**src/rtl/hazard_stall_unit_pkg.sv**
```systemverilog
// Shared pipeline definitions for the hazard/stall logic: register index width,
// stall FSM encoding and default sizing of the memory-wait watchdog.
package hazard_stall_unit_pkg;

   localparam int REG_W        = 4;
   localparam int WAIT_MAX_DEF = 64;
   localparam int CNT_W_DEF    = 16;

   typedef enum logic {
      ST_IDLE = 1'b0,
      ST_WAIT = 1'b1
   } state_t;

endpackage

```
**src/rtl/hazard_stall_unit_if.sv**
```systemverilog
// ID/EXE/MEM pipeline view seen by the stall unit plus its stall controls.
// The pipeline side is the master; the stall unit is the slave.
interface hazard_stall_unit_if;
   import hazard_stall_unit_pkg::*;

   logic [REG_W-1:0] src1;
   logic [REG_W-1:0] src2;
   logic             two_src;
   logic             fwd_en;
   logic [REG_W-1:0] EXE_Dest;
   logic             EXE_WB_EN;
   logic             EXE_MEM_R_EN;
   logic [REG_W-1:0] MEM_Dest;
   logic             MEM_WB_EN;
   logic             MEM_R_EN;
   logic             MEM_W_EN;
   logic             mem_ready;
   logic             hazard;
   logic             freeze;
   logic             timeout;

   modport master (
      output src1, src2, two_src, fwd_en,
      output EXE_Dest, EXE_WB_EN, EXE_MEM_R_EN,
      output MEM_Dest, MEM_WB_EN, MEM_R_EN, MEM_W_EN, mem_ready,
      input  hazard, freeze, timeout
   );

   modport slave (
      input  src1, src2, two_src, fwd_en,
      input  EXE_Dest, EXE_WB_EN, EXE_MEM_R_EN,
      input  MEM_Dest, MEM_WB_EN, MEM_R_EN, MEM_W_EN, mem_ready,
      output hazard, freeze, timeout
   );

endinterface

```
**src/rtl/hazard_stall_unit_hazard_match.sv**
```systemverilog
// RAW dependency compare of ID sources against EXE/MEM destinations; purely combinational.
// No flow control: the result is a level that holds IF/ID while the dependency persists.
module hazard_match
   import hazard_stall_unit_pkg::*;
(
   input  logic [REG_W-1:0] src1,
   input  logic [REG_W-1:0] src2,
   input  logic             two_src,
   input  logic             fwd_en,
   input  logic [REG_W-1:0] EXE_Dest,
   input  logic             EXE_WB_EN,
   input  logic             EXE_MEM_R_EN,
   input  logic [REG_W-1:0] MEM_Dest,
   input  logic             MEM_WB_EN,
   output logic             hazard
);

   logic m_exe1, m_exe2, m_mem1, m_mem2;

   assign m_exe1 = EXE_WB_EN & (src1 == EXE_Dest);
   assign m_exe2 = EXE_WB_EN & two_src & (src2 == EXE_Dest);
   assign m_mem1 = MEM_WB_EN & (src1 == MEM_Dest);
   assign m_mem2 = MEM_WB_EN & two_src & (src2 == MEM_Dest);

   // With forwarding only a load in EXE cannot be bypassed; one bubble moves it into MEM.
   always_comb begin
      hazard = 1'b0;
      if (fwd_en)
         hazard = EXE_MEM_R_EN & (m_exe1 | m_exe2);
      else
         hazard = m_exe1 | m_exe2 | m_mem1 | m_mem2;
   end

endmodule

```
**src/rtl/hazard_stall_unit.sv**
```systemverilog
// Pipeline stall control: combinational hazard/freeze, registered sticky timeout; optional
// HAZARD_STALL_PERF_EN adds a saturating stall-cycle counter. freeze holds every stage while SRAM is busy.
module hazard_stall_unit
   import hazard_stall_unit_pkg::*;
#(
   parameter int WAIT_MAX = WAIT_MAX_DEF,
   parameter int CNT_W    = CNT_W_DEF
)
(
   input  logic                clk,
   input  logic                rst,
   hazard_stall_unit_if.slave  bus
`ifdef HAZARD_STALL_PERF_EN
   ,
   output logic [CNT_W-1:0]    stall_cycles
`endif
);

   localparam logic [CNT_W-1:0] WAIT_LAST = CNT_W'(WAIT_MAX - 1);

   state_t           state, state_nxt;
   logic [CNT_W-1:0] wait_cnt, wait_cnt_nxt;
   logic             timeout_q, timeout_set;
   logic             freeze_c;
   logic             mem_req;

   hazard_match u_hazard_match (
      .src1         (bus.src1),
      .src2         (bus.src2),
      .two_src      (bus.two_src),
      .fwd_en       (bus.fwd_en),
      .EXE_Dest     (bus.EXE_Dest),
      .EXE_WB_EN    (bus.EXE_WB_EN),
      .EXE_MEM_R_EN (bus.EXE_MEM_R_EN),
      .MEM_Dest     (bus.MEM_Dest),
      .MEM_WB_EN    (bus.MEM_WB_EN),
      .hazard       (bus.hazard)
   );

   assign mem_req = bus.MEM_R_EN | bus.MEM_W_EN;

   always_ff @(posedge clk) begin
      if (rst) begin
         state     <= ST_IDLE;
         wait_cnt  <= '0;
         timeout_q <= 1'b0;
      end else begin
         state    <= state_nxt;
         wait_cnt <= wait_cnt_nxt;
         if (timeout_set)
            timeout_q <= 1'b1;
      end
   end

   always_comb begin
      state_nxt    = state;
      wait_cnt_nxt = wait_cnt;
      timeout_set  = 1'b0;
      case (state)
         ST_IDLE: begin
            if (mem_req && !bus.mem_ready) begin
               state_nxt    = ST_WAIT;
               wait_cnt_nxt = CNT_W'(1);
            end
         end
         ST_WAIT: begin
            if (bus.mem_ready) begin
               state_nxt    = ST_IDLE;
               wait_cnt_nxt = '0;
            end else if (wait_cnt == WAIT_LAST) begin
               // Access abandoned: release the pipeline and leave the sticky flag behind.
               state_nxt    = ST_IDLE;
               wait_cnt_nxt = '0;
               timeout_set  = 1'b1;
            end else begin
               wait_cnt_nxt = wait_cnt + CNT_W'(1);
            end
         end
         default: begin
            state_nxt    = ST_IDLE;
            wait_cnt_nxt = '0;
         end
      endcase
   end

   always_comb begin
      freeze_c = 1'b0;
      case (state)
         ST_IDLE: freeze_c = mem_req & ~bus.mem_ready;
         ST_WAIT: freeze_c = ~bus.mem_ready & (wait_cnt != WAIT_LAST);
         default: freeze_c = 1'b0;
      endcase
   end

   assign bus.freeze  = freeze_c;
   assign bus.timeout = timeout_q;

`ifdef HAZARD_STALL_PERF_EN
   always_ff @(posedge clk) begin
      if (rst)
         stall_cycles <= '0;
      else if ((bus.hazard | freeze_c) && (stall_cycles != '1))
         stall_cycles <= stall_cycles + CNT_W'(1);
   end
`endif

endmodule

```
**src/flat_wrapper.sv**
```systemverilog
// flat-port wrapper written by rule: the top's interface ports become plain ports
module hazard_stall_unit_flat import hazard_stall_unit_pkg::*;
#(
   parameter int WAIT_MAX = WAIT_MAX_DEF,
   parameter int CNT_W    = CNT_W_DEF
)
  (clk, rst, bus_src1, bus_src2, bus_two_src, bus_fwd_en, bus_EXE_Dest, bus_EXE_WB_EN, bus_EXE_MEM_R_EN, bus_MEM_Dest, bus_MEM_WB_EN, bus_MEM_R_EN, bus_MEM_W_EN, bus_mem_ready, bus_hazard, bus_freeze, bus_timeout);
  hazard_stall_unit_if bus_i ();
  input  logic clk;
  input  logic rst;
  input wire logic [$bits(bus_i.src1)-1:0] bus_src1;
  input wire logic [$bits(bus_i.src2)-1:0] bus_src2;
  input wire logic [$bits(bus_i.two_src)-1:0] bus_two_src;
  input wire logic [$bits(bus_i.fwd_en)-1:0] bus_fwd_en;
  input wire logic [$bits(bus_i.EXE_Dest)-1:0] bus_EXE_Dest;
  input wire logic [$bits(bus_i.EXE_WB_EN)-1:0] bus_EXE_WB_EN;
  input wire logic [$bits(bus_i.EXE_MEM_R_EN)-1:0] bus_EXE_MEM_R_EN;
  input wire logic [$bits(bus_i.MEM_Dest)-1:0] bus_MEM_Dest;
  input wire logic [$bits(bus_i.MEM_WB_EN)-1:0] bus_MEM_WB_EN;
  input wire logic [$bits(bus_i.MEM_R_EN)-1:0] bus_MEM_R_EN;
  input wire logic [$bits(bus_i.MEM_W_EN)-1:0] bus_MEM_W_EN;
  input wire logic [$bits(bus_i.mem_ready)-1:0] bus_mem_ready;
  output wire logic [$bits(bus_i.hazard)-1:0] bus_hazard;
  output wire logic [$bits(bus_i.freeze)-1:0] bus_freeze;
  output wire logic [$bits(bus_i.timeout)-1:0] bus_timeout;
  assign bus_i.src1 = bus_src1;
  assign bus_i.src2 = bus_src2;
  assign bus_i.two_src = bus_two_src;
  assign bus_i.fwd_en = bus_fwd_en;
  assign bus_i.EXE_Dest = bus_EXE_Dest;
  assign bus_i.EXE_WB_EN = bus_EXE_WB_EN;
  assign bus_i.EXE_MEM_R_EN = bus_EXE_MEM_R_EN;
  assign bus_i.MEM_Dest = bus_MEM_Dest;
  assign bus_i.MEM_WB_EN = bus_MEM_WB_EN;
  assign bus_i.MEM_R_EN = bus_MEM_R_EN;
  assign bus_i.MEM_W_EN = bus_MEM_W_EN;
  assign bus_i.mem_ready = bus_mem_ready;
  assign bus_hazard = bus_i.hazard;
  assign bus_freeze = bus_i.freeze;
  assign bus_timeout = bus_i.timeout;
  hazard_stall_unit #(.WAIT_MAX(WAIT_MAX), .CNT_W(CNT_W)) u_core (.clk(clk), .rst(rst), .bus(bus_i));
endmodule
```
**config.mk**
```make
export PLATFORM = sky130hd
export DESIGN_NAME = hazard_stall_unit_flat
export DESIGN_NICKNAME = d
export VERILOG_FILES = /design/src/rtl/hazard_stall_unit_pkg.sv /design/src/rtl/hazard_stall_unit_if.sv /design/src/rtl/hazard_stall_unit_hazard_match.sv /design/src/rtl/hazard_stall_unit.sv /design/src/flat_wrapper.sv
export SDC_FILE = /design/constraint.sdc
export NUM_CORES = 1
export LEC_CHECK = 0
export BUFFER_PORTS_ARGS = -buffer_cell sky130_fd_sc_hd__buf_2
export CAP_MARGIN = 20
export CORE_AREA = 3 3 43 64
export DETAILED_ROUTE_END_ITERATION = 12
export DIE_AREA = 0 0 46 67
export GPL_ROUTABILITY_DRIVEN = 1
export HOLD_SLACK_MARGIN = 0.03
export MAX_ROUTING_LAYER = met4
export PLACE_DENSITY = 0.78
export SLEW_MARGIN = 5
export SYNTH_ARGS = -nofsm -noshare
export SYNTH_HDL_FRONTEND = slang
export SYNTH_SLANG_ARGS = --single-unit
```
**constraint.sdc**
```tcl
create_clock -name clk -period 3.7 [get_ports clk]
set_input_delay 0.74 -clock clk [delete_from_list [all_inputs] [get_ports clk]]
set_output_delay 0.74 -clock clk [all_outputs]
set_load 0.02 [all_outputs]
```
======== Word level (Yosys, flattened, before mapping) ========
Cells that the tools add are included.
storage, ports and cells
  output and inout bits ................... 3
  ROM bits ................................ 0
  latch bits .............................. 0
  register bits ........................... 18
  bits in writable memories ............... 0
  bits of input ports ..................... 26
  memories kept ........................... 0
  logic and storage cells ................. 41
operators by class
  eq/ne operators ......................... 7
  div/mod/pow operators ................... 0
  multiply operators ...................... 0
  reductions and logical operators ........ 2
  mux-type cells .......................... 13
  add/sub/neg operators ................... 1
  shift operators ......................... 0
  order comparisons ....................... 0
  bitwise logic cells ..................... 15
operator list
  operator                                                                   count
  16-bit two-way mux                                                         3
  16-bit case mux with 2 select lines                                        1
  16-bit by 1-bit adder with 16-bit output (second input constant)           1
  16-bit by 6-bit equality test with 1-bit output (second input constant)    1
  4-bit equality test                                                        4
  16-bit by 6-bit inequality test with 1-bit output (second input constant)  1
  1-bit AND                                                                  9
  1-bit two-way mux                                                          7
  1-bit OR                                                                   4
  1-bit case mux with 2 select lines                                         2
  2-bit by 1-bit inequality test with 1-bit output (second input constant)   1
  1-bit inverter                                                             2
  1-bit logical AND                                                          1
  1-bit logical NOT                                                          1

======== Depth between registers and ports, before layout ========
  depth in word-level cells ............... 6
  mapped depth ............................ 6
  mapped depth without buffers ............ 5

======== Modules after synthesis ========
A second synthesis with hierarchy kept.
unflattened totals
  cell total of the unflattened synthesis .. 158
  area total of the unflattened synthesis .. 1291.2 um^2
modules (own cells, without submodules)
  module             cells each  seq. area each (um^2)  area each (um^2)  times used
  hazard_stall_unit  131         360.3                  1079.8            1
  hazard_match       27          0.0                    211.5             1

======== Worst setup path after synthesis ========
Ideal clock, no wire load.
  path type ............................... in2out
  start point ............................. input port bus_mem_ready
  end point ............................... output port bus_freeze
  data required time ...................... 2.960 ns
  stages on the path ...................... 4
  path buffers ............................ 1
  slack ................................... 1.304 ns
  arrival ................................. 1.656 ns
  cell sequence ........................... o21ba_2 clkbuf_1 inv_1 o21ai_1
between the ends
  word-level cells in the longest chain between the ends .. 3
  elaborated cells between the ends (all ways) .. 4
  those cells by class .................... mux: 1; bitwise: 3
RTL lines
  what                                  RTL line                                          text
  from (decl)                           flat_wrapper.sv:22                                input wire logic [$bits(bus_i.mem_ready)-1:0] bus_mem_ready;
  1-bit inverter *                      hazard_stall_unit.sv:89, hazard_stall_unit.sv:90
  1-bit AND (on tied branches)          hazard_stall_unit.sv:90, hazard_stall_unit.sv:89
  1-bit case mux with 2 select lines *  hazard_stall_unit.sv:88                           case (state)
  to (decl)                             flat_wrapper.sv:24                                output wire logic [$bits(bus_i.freeze)-1:0] bus_freeze;
Mark *: on every way between the ends. The rest lies on a longest branch, timed or not.

======== Worst setup path after layout ========
  start point ............................. input port bus_src2[1]
  end point ............................... output port bus_hazard
between the ends
  word-level cells in the longest chain between the ends .. 6
  elaborated cells between the ends (all ways) .. 9
  those cells by class .................... eq/ne: 2; mux: 1; bitwise: 6
RTL lines
  what                    RTL line                                                                    text
  from (decl)             flat_wrapper.sv:12                                                          input wire logic [$bits(bus_i.src2)-1:0] bus_src2;
  4-bit equality test     hazard_stall_unit_hazard_match.sv:21                                        assign m_exe2 = EXE_WB_EN & two_src & (src2 == EXE_Dest);
  1-bit AND               hazard_stall_unit_hazard_match.sv:21
  1-bit OR                hazard_stall_unit_hazard_match.sv:29, hazard_stall_unit_hazard_match.sv:31
  1-bit OR (2 in series)  hazard_stall_unit_hazard_match.sv:31                                        hazard = m_exe1 | m_exe2 | m_mem1 | m_mem2;
  1-bit two-way mux *     hazard_stall_unit_hazard_match.sv:28                                        if (fwd_en)
  to (decl)               flat_wrapper.sv:23                                                          output wire logic [$bits(bus_i.hazard)-1:0] bus_hazard;
Marked as above.

==> impl_results.md <==
- Ports: 29
- Post-Place Worst Slack: 1.20 ns
- Ys Warns: 0
- Die Wd: 46 um
- Post-synthesis cell count: 134
- # rows: 21
- Hold Path Stages: 2
- Antenna violations before repair: 0
- CTS tree: built
- Synth area leader: dfxtp_1
- HPWL Detailed: 2110 um
- R2R setup slack: 1.74 ns
- Most used DFF post-synth: dfxtp_1
- Mean Syn Cell Area: 8.95 um^2
- Wire length per cell: between 10 and 15 um
- Post-Synthesis Cell Area: 1200 um^2
- CTS resizes: 0
- FF-to-FF End: u_core.wait_cnt[10]$_SDFFE_PP0P_
- Total congestion overflow: 0
- Top-area cell type share of the netlist area: 0.300
- Relative slew slack: 0.512
- Hold Vio Cnt, Final: 0
- HP Start: u_core.bus.timeout$_SDFFE_PP0P_
- Min-Delay Endpoint: u_core.bus.timeout$_SDFFE_PP0P_
- Endpoints failing setup: 0
- Post-layout min period: 2.48 ns
- H-tree Lvls: 1
- Max VDD drop: 118 uV
- DRC Markers: 0
- DR vias/cell: around 5.9
- Post-CTS Setup Bufs: 0
- RSZ-0062 raised after global routing: false
- Max-cap violations: 0
- Core area: roughly 2300 um^2
- Number of global-route vias before repair: 1125
- Nets: 190
- Layout cells sized above 1: 0.321
- ANT nets after route: 0
- R2r worst-path depth: 5
- Reg2reg start: u_core.wait_cnt[0]$_SDFFE_PP0P_
- Skew-Pair Late Insertion Delay: ~0.30 ns
- Hold WC Path Type: flop to flop
- Syn-to-layout area delta: 15.1%
- Synth Register Bits: 18
- Die area: 3080 um^2
- Die height: roughly 67 um
- Pre-antenna DRT Iters: 4
- 1st-iter DRT viols: 53
- Asr flop ratio synth: 0
- First-pass GRT wire length: about 4500 um
- Slew Limit Fails: 0
- Crit end category: output port
- Worst Setup Start Kind: input pin
- Setup Total Neg Slack: 0 ns
- Unique cell type count in the Yosys netlist: 43
- Total number of vias: 1087
- Worst EP arrival: 1.74 ns
- Clock skew: roughly 0.0034 ns
- Post-synth top cells: dfxtp_1 (18), xor2_1 (18), nor2_2 (7)
- Fillers: 190
- Fmax: 0.404 GHz
- Buffers added on ports: 28
- Final WS setup: 1.22 ns
- Power Dens Cells: 280 nW/um^2
- Placer congestion estimate: 0.759
- Leak: 0.000537 uW
- CTS Hold Bufs: 0
- GRT Total Usage: 0.196
- Post-synth EDFFs: 0
- Antenna cells: 0
- Post-Route WL: 2630 um
- Status: finished clean
- Measured slew at the worst slew-check pin: 0.732 ns
- Post-synthesis sequential area ratio: 0.300
- Worst endpoint required time: between 2 and 3 ns
- Clk sinks: 18
- Kind of critical path: input pin to output port
- Initial Util: 0.531
- Synth Net Count: roughly 160
- Final Cycle Share: 0.670
- Max Buffers Root-to-Sink: 2
- CTS Buf Count: 3
- Largest net degree at the start of global routing: 17
- Largest cells by area after synthesis: dfxtp_1 (30%), xor2_1 (13%), nor2_2 (3.6%)
- CP Max Fanout: 2
- CTS root buf: clkbuf_4
- Clock transition at path regs: 0.10 ns
==> logic make-up after synthesis <==
group,after synthesis,share of synthesized area
compound gates,32,0.202
fa+ha+maj,1,0.0104
flops,18,0.300
xor+xnor,22,0.161
simple gates,51,0.288
buf+inv,10,0.0386
==> layout by cell type (no fill, tap or decap), types with 2 or more instances in the layout <==
| cell type | instances |
|---|---|
| a21oi_1 | 3 |
| a21oi_2 | 4 |
| and2_1 | 2 |
| and3_1 | 3 |
| and4_1 | 3 |
| and4_4 | 2 |
| buf_2 | 28 |
| clkbuf_4 | 3 |
| dfxtp_1 | 18 |
| inv_1 | 6 |
| nand2_1 | 2 |
| nand3_1 | 4 |
| nand4_1 | 2 |
| nor2_1 | 5 |
| nor2_2 | 7 |
| nor2b_1 | 3 |
| nor3_1 | 5 |
| nor4_2 | 2 |
| o2111ai_1 | 4 |
| o211ai_1 | 2 |
| o21ai_0 | 4 |
| o21ai_1 | 3 |
| o31ai_1 | 3 |
| or3_1 | 4 |
| or4_4 | 2 |
| xnor2_1 | 4 |
| xor2_1 | 18 |
==> layer usage <==
metal  track usage  vias up  routed length (um)
met1         0.212      502                1060
met4        0.0961        0                  55
met5             -        -                   0
li1              -      551                   -
met2         0.343       29                1440
met3        0.0162        5                  84
==> report_power, final <==
group,internal (uW),leakage (uW),switching (uW)
Sequential,196,0.000145,4.36
Combinational,28.1,0.000371,33.7
Clock,60.1,0.0000210,64.3
Total,284,0.000537,102
==> critical path, stage by stage <==
cell and delay, ns:
buf_2 0.11, xor2_1 0.16, nor3_1 0.22, nand4_1 0.12, a41oi_1 0.20, buf_2 0.19
==> cell type report <==
class,count,area (um^2),share of cell area
sequential,18,360,0.261
tap,23,28.8,0.0208
clock buffer,4,36.3,0.0263
inverter,6,22.5,0.0163
timing repair buffer,28,140,0.101
multi-input combinational,106,793,0.574
==> how the worst max path moves through the flow <==
stage	from	endpoint	slack (ns)
floorplan	bus_mem_ready	bus_freeze	1.30
global placement	bus_src2[1]	bus_hazard	1.25
detailed placement	bus_src2[1]	bus_hazard	1.20
CTS	bus_src2[1]	bus_hazard	1.20
global route	bus_src2[1]	bus_hazard	1.09
finish	bus_src2[1]	bus_hazard	1.22
==> state kept, by name, summed over array words and instances, names as in the netlist <==
register / cells
u_core.wait_cnt: 16
u_core.bus.timeout: 1
u_core.state: 1
==> stage by stage <==
| stage | util | hold slack (ns) | cells | total power (uW) | cell area [um^2] |
|---|---|---|---|---|---|
| final | 0.611 | 0.485 | 185 | 386 | 1380 |
| after global routing | 0.611 | 0.551 | 185 | 401 | 1380 |
| after CTS | 0.611 | 0.489 | 185 | 386 | 1380 |
| after detailed placement | 0.595 | 0.461 | 181 | 267 | 1350 |
| after global placement | 0.595 | 0.448 | 181 | 264 | 1350 |
| after floorplan | - | 0.464 | 134 | 241 | 1200 |
Note: power is estimated with default switching activity, not from simulation.
